--- src/rtl/adc_push_sequencer.sv ---
// Buffers raw 16-bit converter samples in a FIFO and pushes them to the correlator
// bank as one-cycle PushADC strobes, paced by a programmable gap and held off during bus writes.
module adc_push_sequencer #(
   parameter int          DEPTH = 16,
   parameter int          AW    = 4,
   parameter logic [31:0] BASE  = 32'hFE000200
) (
   input  logic        clk,
   input  logic        rst,
   input  logic [31:0] addr,
   input  logic [31:0] Wdata,
   input  logic        write,
   input  logic        read,
   output logic [31:0] Rdata,
   input  logic [15:0] SampleIn,
   input  logic        SampleValid,
   output logic        SampleReady,
   output logic [15:0] ADC,
   output logic        PushADC
);

   localparam logic [AW:0] FULL_COUNT = (AW+1)'(DEPTH);

   logic [15:0]   mem_r [DEPTH];
   logic [AW-1:0] wr_ptr_r, rd_ptr_r;
   logic [AW:0]   count_r;
   logic          enable_r, convert_r, overflow_r;
   logic [7:0]    gap_r, gapcnt_r;
   logic [31:0]   drop_cnt_r, push_cnt_r;

   logic ctrl_wr_s, flush_s, fifo_full_s, fifo_empty_s, push_in_s, drop_s, pop_s;
   logic [15:0] head_s;

   // Bus decode and FIFO handshake qualifiers; a write anywhere on the bus blocks the pop
   always_comb begin
      ctrl_wr_s    = write && (addr == BASE);
      flush_s      = ctrl_wr_s && Wdata[1];
      fifo_full_s  = (count_r == FULL_COUNT);
      fifo_empty_s = (count_r == {(AW+1){1'b0}});
      push_in_s    = SampleValid && !fifo_full_s && !flush_s;
      drop_s       = SampleValid && (fifo_full_s || flush_s);
      pop_s        = enable_r && !fifo_empty_s && (gapcnt_r == 8'd0) && !write && !flush_s;
      head_s       = mem_r[rd_ptr_r];
   end

   assign SampleReady = !fifo_full_s;

   // Sample storage; contents are only meaningful under count, so no reset is needed
   always_ff @(posedge clk) begin
      if (push_in_s) begin
         mem_r[wr_ptr_r] <= SampleIn;
      end
   end

   // FIFO pointers and fill count
   always_ff @(posedge clk or posedge rst) begin
      if (rst) begin
         wr_ptr_r <= {AW{1'b0}};
         rd_ptr_r <= {AW{1'b0}};
         count_r  <= {(AW+1){1'b0}};
      end else if (flush_s) begin
         wr_ptr_r <= {AW{1'b0}};
         rd_ptr_r <= {AW{1'b0}};
         count_r  <= {(AW+1){1'b0}};
      end else begin
         if (push_in_s) wr_ptr_r <= wr_ptr_r + 1'b1;
         if (pop_s)     rd_ptr_r <= rd_ptr_r + 1'b1;
         case ({push_in_s, pop_s})
            2'b10:   count_r <= count_r + 1'b1;
            2'b01:   count_r <= count_r - 1'b1;
            default: count_r <= count_r;
         endcase
      end
   end

   // Output stage, pacing counter and push counter
   always_ff @(posedge clk or posedge rst) begin
      if (rst) begin
         ADC        <= 16'h0000;
         PushADC    <= 1'b0;
         gapcnt_r   <= 8'd0;
         push_cnt_r <= 32'd0;
      end else begin
         PushADC <= pop_s;
         if (pop_s) begin
            ADC <= convert_r ? {~head_s[15], head_s[14:0]} : head_s;
         end
         if (flush_s)                 gapcnt_r <= 8'd0;
         else if (pop_s)              gapcnt_r <= gap_r;
         else if (gapcnt_r != 8'd0)   gapcnt_r <= gapcnt_r - 8'd1;
         // pops never coincide with bus writes, so load and increment cannot collide
         if (write && (addr == BASE + 32'h10)) push_cnt_r <= Wdata;
         else if (pop_s)                       push_cnt_r <= push_cnt_r + 32'd1;
      end
   end

   // Control registers, drop counter and sticky overflow
   always_ff @(posedge clk or posedge rst) begin
      if (rst) begin
         enable_r   <= 1'b0;
         convert_r  <= 1'b0;
         gap_r      <= 8'd0;
         drop_cnt_r <= 32'd0;
         overflow_r <= 1'b0;
      end else begin
         if (ctrl_wr_s) begin
            enable_r  <= Wdata[0];
            convert_r <= Wdata[2];
         end
         if (write && (addr == BASE + 32'h4)) gap_r <= Wdata[7:0];
         // a drop landing on the clearing write is still counted
         if (write && (addr == BASE + 32'hC)) begin
            drop_cnt_r <= drop_s ? 32'd1 : 32'd0;
            overflow_r <= drop_s;
         end else if (drop_s) begin
            if (drop_cnt_r != 32'hFFFFFFFF) drop_cnt_r <= drop_cnt_r + 32'd1;
            overflow_r <= 1'b1;
         end
      end
   end

   // Register read mux
   always_comb begin
      Rdata = 32'h0000_0000;
      if (!rst && read) begin
         case (addr)
            BASE:          Rdata = {29'd0, convert_r, 1'b0, enable_r};
            BASE + 32'h4:  Rdata = {24'd0, gap_r};
            BASE + 32'h8:  Rdata = {20'd0, overflow_r, fifo_full_s, fifo_empty_s, 9'(count_r)};
            BASE + 32'hC:  Rdata = drop_cnt_r;
            BASE + 32'h10: Rdata = push_cnt_r;
            default:       Rdata = 32'h0000_0000;
         endcase
      end else begin
         Rdata = 32'h0000_0000;
      end
   end

endmodule

--- config.mk ---
export PLATFORM = sky130hd
export DESIGN_NAME = adc_push_sequencer
export DESIGN_NICKNAME = d
export VERILOG_FILES = /design/src/rtl/adc_push_sequencer.sv
export SDC_FILE = /design/constraint.sdc
export NUM_CORES = 1
export LEC_CHECK = 0
export BUFFER_PORTS_ARGS = -buffer_cell sky130_fd_sc_hd__buf_2
export CAP_MARGIN = 20
export CORE_ASPECT_RATIO = 0.5
export CORE_MARGIN = 5
export CORE_UTILIZATION = 40
export DETAILED_ROUTE_END_ITERATION = 8
export GPL_ROUTABILITY_DRIVEN = 0
export PLACE_DENSITY = 0.53
export SLEW_MARGIN = 20
export SYNTH_ARGS = -nofsm -noshare
export SYNTH_HDL_FRONTEND = slang
export SYNTH_SLANG_ARGS = --single-unit
--- constraint.sdc ---
create_clock -name clk -period 5.5 [get_ports clk]
set_clock_uncertainty 0.1 [all_clocks]
set_input_delay 0.825 -clock clk [delete_from_list [all_inputs] [get_ports clk]]
set_output_delay 0.825 -clock clk [all_outputs]
set_load 0.02 [all_outputs]
==> flow_metrics.py, run 1 <==
metrics = {
    "worst_setup_path": {
        "critPathKind": "input pin to output pin",
        "critPathMaxFanout": 24,
        "end_kind": "output pin",
        "crit_path_cell_trace": "buf_2 -> nor4_2 -> nand4_1 -> nor3_2 -> buf_4 -> and3_1 -> nand2_1 -> a31oi_1 -> buf_2",
        "crit_buf_inv": 3,
        "critPathArrivalTime_ns": 3.27,
        "slowest_delay_ns": 0.79,
        "cp_data_required_time_ns": 4.58,
        "critPathSlowestCell": "and3_1",
        "start_kind": "input pin",
        "crit_path_frequent_cell": "buf_2",
        "crit_family": "simple AND/OR/NAND/NOR gates",
    },
    "yosys": {
        "synth_compound_area_frac": 0.0547,
        "synth_mux_area_frac": 0.122,
        "synthFlopType": "edfxtp_1",
        "synth_top_family_by_area": "multiplexers",
        "netlist_area_mm2": 0.0164,
        "synthSimpleGateAreaFrac": 0.116,
        "seq_area_frac_synth": 0.640,
        "synthArstFlopShare": 0.306,
        "synth_nets": 1235,
        "synth_fa_ha_area_frac": 0.00837,
        "synth_edf_count": 256,
        "synthCells": 1139,
        "synth-warning-count": 0,
        "avgSynthCellArea_um2": 14.4,
        "ys_ff_latch": 369,
        "synth_xor_area_frac": 0.0384,
        "synth_cell_types": 66,
    },
    "floorplan": {
        "fp.dieH_um": 153,
        "core_area_mm2": 0.0405,
        "die_area_mm2": 0.0455,
        "start_util": 0.405,
        "std_cell_rows": 52,
        "ios": 135,
        "die_width_um": 297,
    },
    "worst_hold_path": {
        "worstHoldPathType": "input pin to async pin",
    },
    "clock_network": {
        "post-cts-setup-buffer-count": 0,
        "holdBufCountCts": 0,
        "clockBufferDepth": 3,
        "cts_root_buffer": "clkbuf_16",
        "cts_tree": "yes",
        "numCtsBuffers": 36,
        "cts_resized": 0,
        "insertion_delay_ns": 0.54,
        "clk_pin_slew_ns": 0.06,
        "htreeDepth": 2,
        "cts.sinks": 369,
    },
    "global_route": {
        "grt_max_degree": 59,
        "grt_overflow": 0,
        "grt_pass1_wl_mm": 64.5,
        "grt_pass1_vias": 10507,
        "grt_usage": 0.184,
        "grt_antenna_before_repair": 0,
    },
    "cells_and_area": {
        "final_area_mm2": 0.0189,
        "fill_cells": 3563,
        "diodes": 0,
        "synthToLayoutAreaGrowth_pct": 15.2,
        "nets": 1379,
        "drive_gt1_frac": 0.259,
    },
    "power_and_ir_drop": {
        "leakage_uw": 0.00702,
        "p_per_area_mw_per_mm2": 333,
        "p_int_uw": 4770,
        "p_switching_uw": 1530,
        "power_frac_seq": 0.526,
        "clkPwrFrac": 0.384,
        "switching_share": 0.243,
        "p_comb_frac": 0.090,
        "ir_drop_uv": 197,
    },
    "sta": {
        "finalHoldViolations": 0,
        "finalMaxSlewViolations": 0,
        "maxSlewHeadroom": 0.376,
        "fin_ws_ns": 1.30,
        "tightest_slew_ns": 0.936,
        "rsz0062_at_grt": "no",
        "layout_min_cycle_time_ns": 4.20,
        "fmaxAchievable_mhz": 238,
        "period_share": 0.763,
        "setup_tns_ns": 0,
        "setup_viol": 0,
    },
    "drt": {
        "antenna_left": 0,
        "routedWlPerCell_um": 22.6,
        "drt_pre_antenna_iters": 5,
        "vias": 10238,
        "finalWirelength_mm": 41.7,
        "avgViaCountPerCell": 5.53,
        "drt_iter0_drc": 899,
        "drc": 0,
    },
    "placement": {
        "portBuffers": 134,
        "dp_hpwl_mm": 26.1,
        "post-place-ws_ns": 1.30,
        "place_area_mm2": 0.0178,
    },
    "run_status": {
        "status": "complete, no violations",
    },
    "job": {
        "maxCapViolCount": 0,
    },
}
-- cell usage in the layout (no fill, tap or decap), types with 8 or more instances in the layout --
| cell | Yosys | layout |
|---|---|---|
| edfxtp_1 | 256 | 256 |
| dfrtp_1 | 113 | 111 |
| mux4_2 | 77 | 77 |
| xnor2_1 | 31 | 31 |
| a22oi_1 | 26 | 26 |
| xor2_1 | 41 | 41 |
| nand4_1 | 36 | 36 |
| inv_1 | 16 | 15 |
| and2_1 | 17 | 17 |
| nor2_1 | 126 | 122 |
| ha_1 | 11 | 11 |
| a21oi_1 | 38 | 38 |
| clkbuf_16 | 0 | 37 |
| nand2_1 | 91 | 90 |
| mux2_2 | 15 | 15 |
| mux2i_1 | 11 | 11 |
| nor3_1 | 18 | 18 |
| buf_4 | 2 | 33 |
| clkbuf_1 | 31 | 9 |
| o211ai_1 | 8 | 8 |
| nand3_1 | 24 | 24 |
| buf_2 | 23 | 134 |
| o21ai_0 | 12 | 12 |
| and3_1 | 21 | 21 |
-- synth_stat cells, types with 6 or more instances --
| library cell | instances | share of area |
|---|---|---|
| dfrtp_1 | 113 | 0.17 |
| edfxtp_1 | 256 | 0.47 |
| inv_1 | 16 | 0.0037 |
| nand3_1 | 24 | 0.0073 |
| xnor2_1 | 31 | 0.017 |
| mux2i_1 | 11 | 0.0067 |
| buf_2 | 23 | 0.0070 |
| nor2_1 | 126 | 0.029 |
| and2_1 | 17 | 0.0065 |
| a22oi_1 | 26 | 0.012 |
| nand4_1 | 36 | 0.014 |
| mux4_2 | 77 | 0.11 |
| xor2_1 | 41 | 0.022 |
| o21ai_0 | 12 | 0.0037 |
| clkbuf_1 | 31 | 0.0071 |
| and4_1 | 6 | 0.0032 |
| a21oi_1 | 38 | 0.012 |
| nand2_1 | 91 | 0.021 |
| nor3_1 | 18 | 0.0055 |
| and3_1 | 21 | 0.0080 |
| nor4_1 | 6 | 0.0023 |
| a211oi_1 | 7 | 0.0032 |
| ha_1 | 11 | 0.0084 |
| o211ai_1 | 8 | 0.0037 |
| mux2_2 | 15 | 0.010 |
-- path summary, 6_finish.rpt --
path	startpoint	to	slack [ns]	depth (start not counted)
min	rst	ADC[6]	0.09	2
min in group clk	ADC[0]	ADC[0]	0.37	2
max in group asynchronous	rst	rd_ptr_r[0]	3.45	4
max	addr[17]	Rdata[10]	1.30	9
min reg2reg	ADC[0]	ADC[0]	0.37	2
max reg2reg	count_r[1]	drop_cnt_r[18]	2.51	7
-- cells by family after synthesis --
| kind of cell | after synthesis |
|---|---|
| AOI/OAI and AO/OA | 130 |
| xor gates and xnor gates | 72 |
| adders and majority gates | 11 |
| buffers and inverters | 78 |
| DFF | 369 |
| muxes | 103 |
| and+or+nand+nor | 376 |
-- area by class of cell --
class	count	area (um2)	share of cell area
well taps	540	676	0.0357
inverters	17	66.3	0.00350
clock buffers	47	973	0.0514
clock inverters	18	171	0.00905
repair buffers	167	918	0.0485
flip-flops and latches	369	10500	0.556
multi-input cells	692	5610	0.296
-- per-layer routing --
layer  wire length, um  track usage
met5                 0            0
met2             20300        0.301
met1             18700        0.260
met3              2040       0.0319
met4               699       0.0391
-- worst register-to-register path: stages, from the launching register on --
cell,delay [ns]
dfrtp_1,0.50
nor4_1,0.81
nand3_1,0.34
o31ai_4,0.13
buf_4,0.32
o211ai_2,0.17
or3_1,0.37
a21oi_1,0.16
-- stage by stage --
stage          utilization  hold slack [ns]  power (uW)  cells
2_1_floorplan            -            0.349        3670   1139
3_3_place_gp         0.439            0.353        3930   1785
3_5_place_dp         0.439            0.358        3950   1785
4_1_cts              0.467           0.0694        6380   1850
5_1_grt              0.467           0.0796        6570   1850
6_report             0.467           0.0901        6300   1850
-- flip-flops by register name, summed over array words and instances (netlist names) --
register    count
wr_ptr_r        4
gap_r           8
enable_r        1
PushADC         1
push_cnt_r     32
ADC            16
count_r         5
rd_ptr_r        4
drop_cnt_r     32
convert_r       1
gapcnt_r        8
overflow_r      1
mem_r         256
-- power by group through the flow --
stage | sequential, uW | combinational [uW] | clock (uW)
3_5_place_dp | 3370 | 578 | 0
2_1_floorplan | 3320 | 352 | 0
5_1_grt | 3330 | 622 | 2610
6_report | 3310 | 568 | 2420
4_1_cts | 3310 | 580 | 2490
3_3_place_gp | 3360 | 569 | 0
No activity file was read; power rests on OpenSTA's default activity.
==> inputs of run 2 (changes only) <==
Clock period 5.5 ns to 3.9 ns, I/O delays scaled along.
==> run 2 against run 1 <==
Clock power up 45%. Routed wire length about the same. Critical path depth down 1. Largest power group unchanged.
==> flow_metrics.py, run 2 (same netlist as run 1, synthesis figures left out) <==
metrics = {
    "sta": {
        "fmaxAchievable_mhz": 308,
        "setup_tns_ns": 0,
        "period_share": 0.833,
        "finalHoldViolations": 0,
        "finalMaxSlewViolations": 0,
        "rsz0062_at_grt": "no",
        "tightest_slew_ns": 0.896,
        "setup_viol": 0,
        "maxSlewHeadroom": 0.403,
        "layout_min_cycle_time_ns": 3.25,
    },
    "cells_and_area": {
        "top_register": "mem_r",
        "regArea_mm2": 0.0105,
        "reg_top3": "mem_r x256, drop_cnt_r x32, push_cnt_r x32",
        "fin_cells": 1859,
        "mostFrequentLayoutCells": "edfxtp_1 (256), buf_2 (134), nor2_1 (122)",
        "nets": 1388,
        "diodes": 0,
        "fill_cells": 3551,
        "largest_register_ffs": 256,
        "multi_input_area_mm2": 0.00561,
        "synthToLayoutAreaGrowth_pct": 16.2,
        "drive_gt1_frac": 0.265,
        "final_common_cell": "edfxtp_1",
    },
    "placement": {
        "dp_hpwl_mm": 27.7,
        "portBuffers": 134,
        "dp_cells": 1794,
    },
    "floorplan": {
        "start_util": 0.405,
        "core_area_mm2": 0.0405,
        "fp.dieH_um": 153,
        "std_cell_rows": 52,
        "die_area_mm2": 0.0455,
        "die_width_um": 297,
        "ios": 135,
    },
    "worst_setup_path": {
        "critPathArrivalTime_ns": 2.56,
        "critPathMaxFanout": 35,
        "cp_data_required_time_ns": 3.21,
        "start_kind": "input pin",
        "end_kind": "output pin",
        "critPathKind": "input pin to output pin",
    },
    "drt": {
        "avgViaCountPerCell": 5.56,
        "vias": 10341,
        "drc": 0,
        "finalWirelength_mm": 41.7,
        "met1_length_mm": 18.3,
        "routedWlPerCell_um": 22.4,
        "drt_iter0_drc": 777,
        "wl_met3_mm": 2.33,
        "top_layer": "met5",
        "wl_met2_mm": 20.1,
        "antenna_left": 0,
        "drt_pre_antenna_iters": 5,
    },
    "clock_network": {
        "cts_resized": 0,
        "cts_root_buffer": "clkbuf_16",
        "htreeDepth": 2,
        "post-cts-setup-buffer-count": 0,
        "insertion_delay_ns": 0.54,
        "cts_tree": "yes",
        "clk_pin_slew_ns": 0.06,
        "holdBufCountCts": 0,
        "numCtsBuffers": 36,
        "clockBufferDepth": 3,
        "cts.sinks": 369,
    },
    "power_and_ir_drop": {
        "ir_drop_uv": 331,
        "p_per_area_mw_per_mm2": 471,
        "leakage_uw": 0.00710,
    },
    "worst_hold_path": {
        "worstHoldPathType": "input pin to flip-flop",
    },
    "run_status": {
        "status": "complete, no violations",
    },
    "global_route": {
        "grt_overflow": 0,
        "grt_pass1_wl_mm": 63.8,
        "grt_pass1_vias": 10580,
        "grt_antenna_before_repair": 1,
        "grt_max_degree": 64,
        "grt_usage": 0.183,
    },
    "job": {
        "maxCapViolCount": 0,
    },
}
-- run 2: changes by cell type in the layout (fill, tap and decap cells not counted), moves of 2 or more --
cell,previous run,this run
clkbuf_8,1,8
buf_12,0,5
clkinv_1,7,2
clkinv_2,6,1
buf_4,33,37
clkbuf_1,9,13
inv_16,0,2
-- run 2: area by class of cell --
class | count | area share
well taps | 540 | 0.0354
inverters | 17 | 0.00354
flip-flops and latches | 369 | 0.551
clock inverters | 7 | 0.00491
repair buffers | 176 | 0.0549
multi-input cells | 692 | 0.294
clock buffers | 58 | 0.0568
-- run 2: worst max-delay path: stages --
cell	delay [ns]
buf_2	0.10
nor4b_2	0.34
nand4_4	0.26
nor4b_4	0.34
buf_4	0.39
a32oi_1	0.18
a21oi_1	0.17
buf_2	0.18
-- run 2: routing by layer --
| metal | vias up | global-route usage |
|---|---|---|
| li1 | 4658 | - |
| met1 | 5325 | 0.251 |
| met2 | 276 | 0.296 |
| met3 | 80 | 0.0386 |
| met4 | 2 | 0.0528 |
| met5 | - | 0 |
-- run 2: where the power goes --
part | internal, uW | switching (uW)
registers | 4520 | 152
clock network | 2000 | 1510
logic | 304 | 511
total | 6820 | 2170
-- run 2: worst paths after layout --
kind / start / to / slack (ns) / depth (start not counted)
max in group asynchronous: rst / drop_cnt_r[26] / 2.09 / 4
worst max register to register: count_r[2] / mem_r[4][9] / 0.88 / 6
worst max-delay path: addr[20] / Rdata[9] / 0.65 / 8
worst min register to register: ADC[5] / ADC[5] / 0.37 / 2
min in group asynchronous: rst / drop_cnt_r[7] / 0.22 / 3
worst min-delay path: Wdata[23] / push_cnt_r[23] / 0.19 / 2
-- run 2: stage by stage --
| stage | instance area (um2) | worst slack [ns] | power (uW) | hold WS (ns) | util |
|---|---|---|---|---|---|
| 5_1_grt | 19100 | 0.517 | 9360 | 0.192 | 0.471 |
| 3_5_place_dp | 17900 | 0.669 | 5580 | 0.356 | 0.442 |
| 4_1_cts | 19100 | 0.659 | 9100 | 0.171 | 0.471 |
| 2_1_floorplan | 16400 | 0.00776 | 5170 | 0.349 | - |
| 6_report | 19100 | 0.650 | 8990 | 0.192 | 0.471 |
| 3_3_place_gp | 17900 | 0.731 | 5560 | 0.356 | 0.442 |
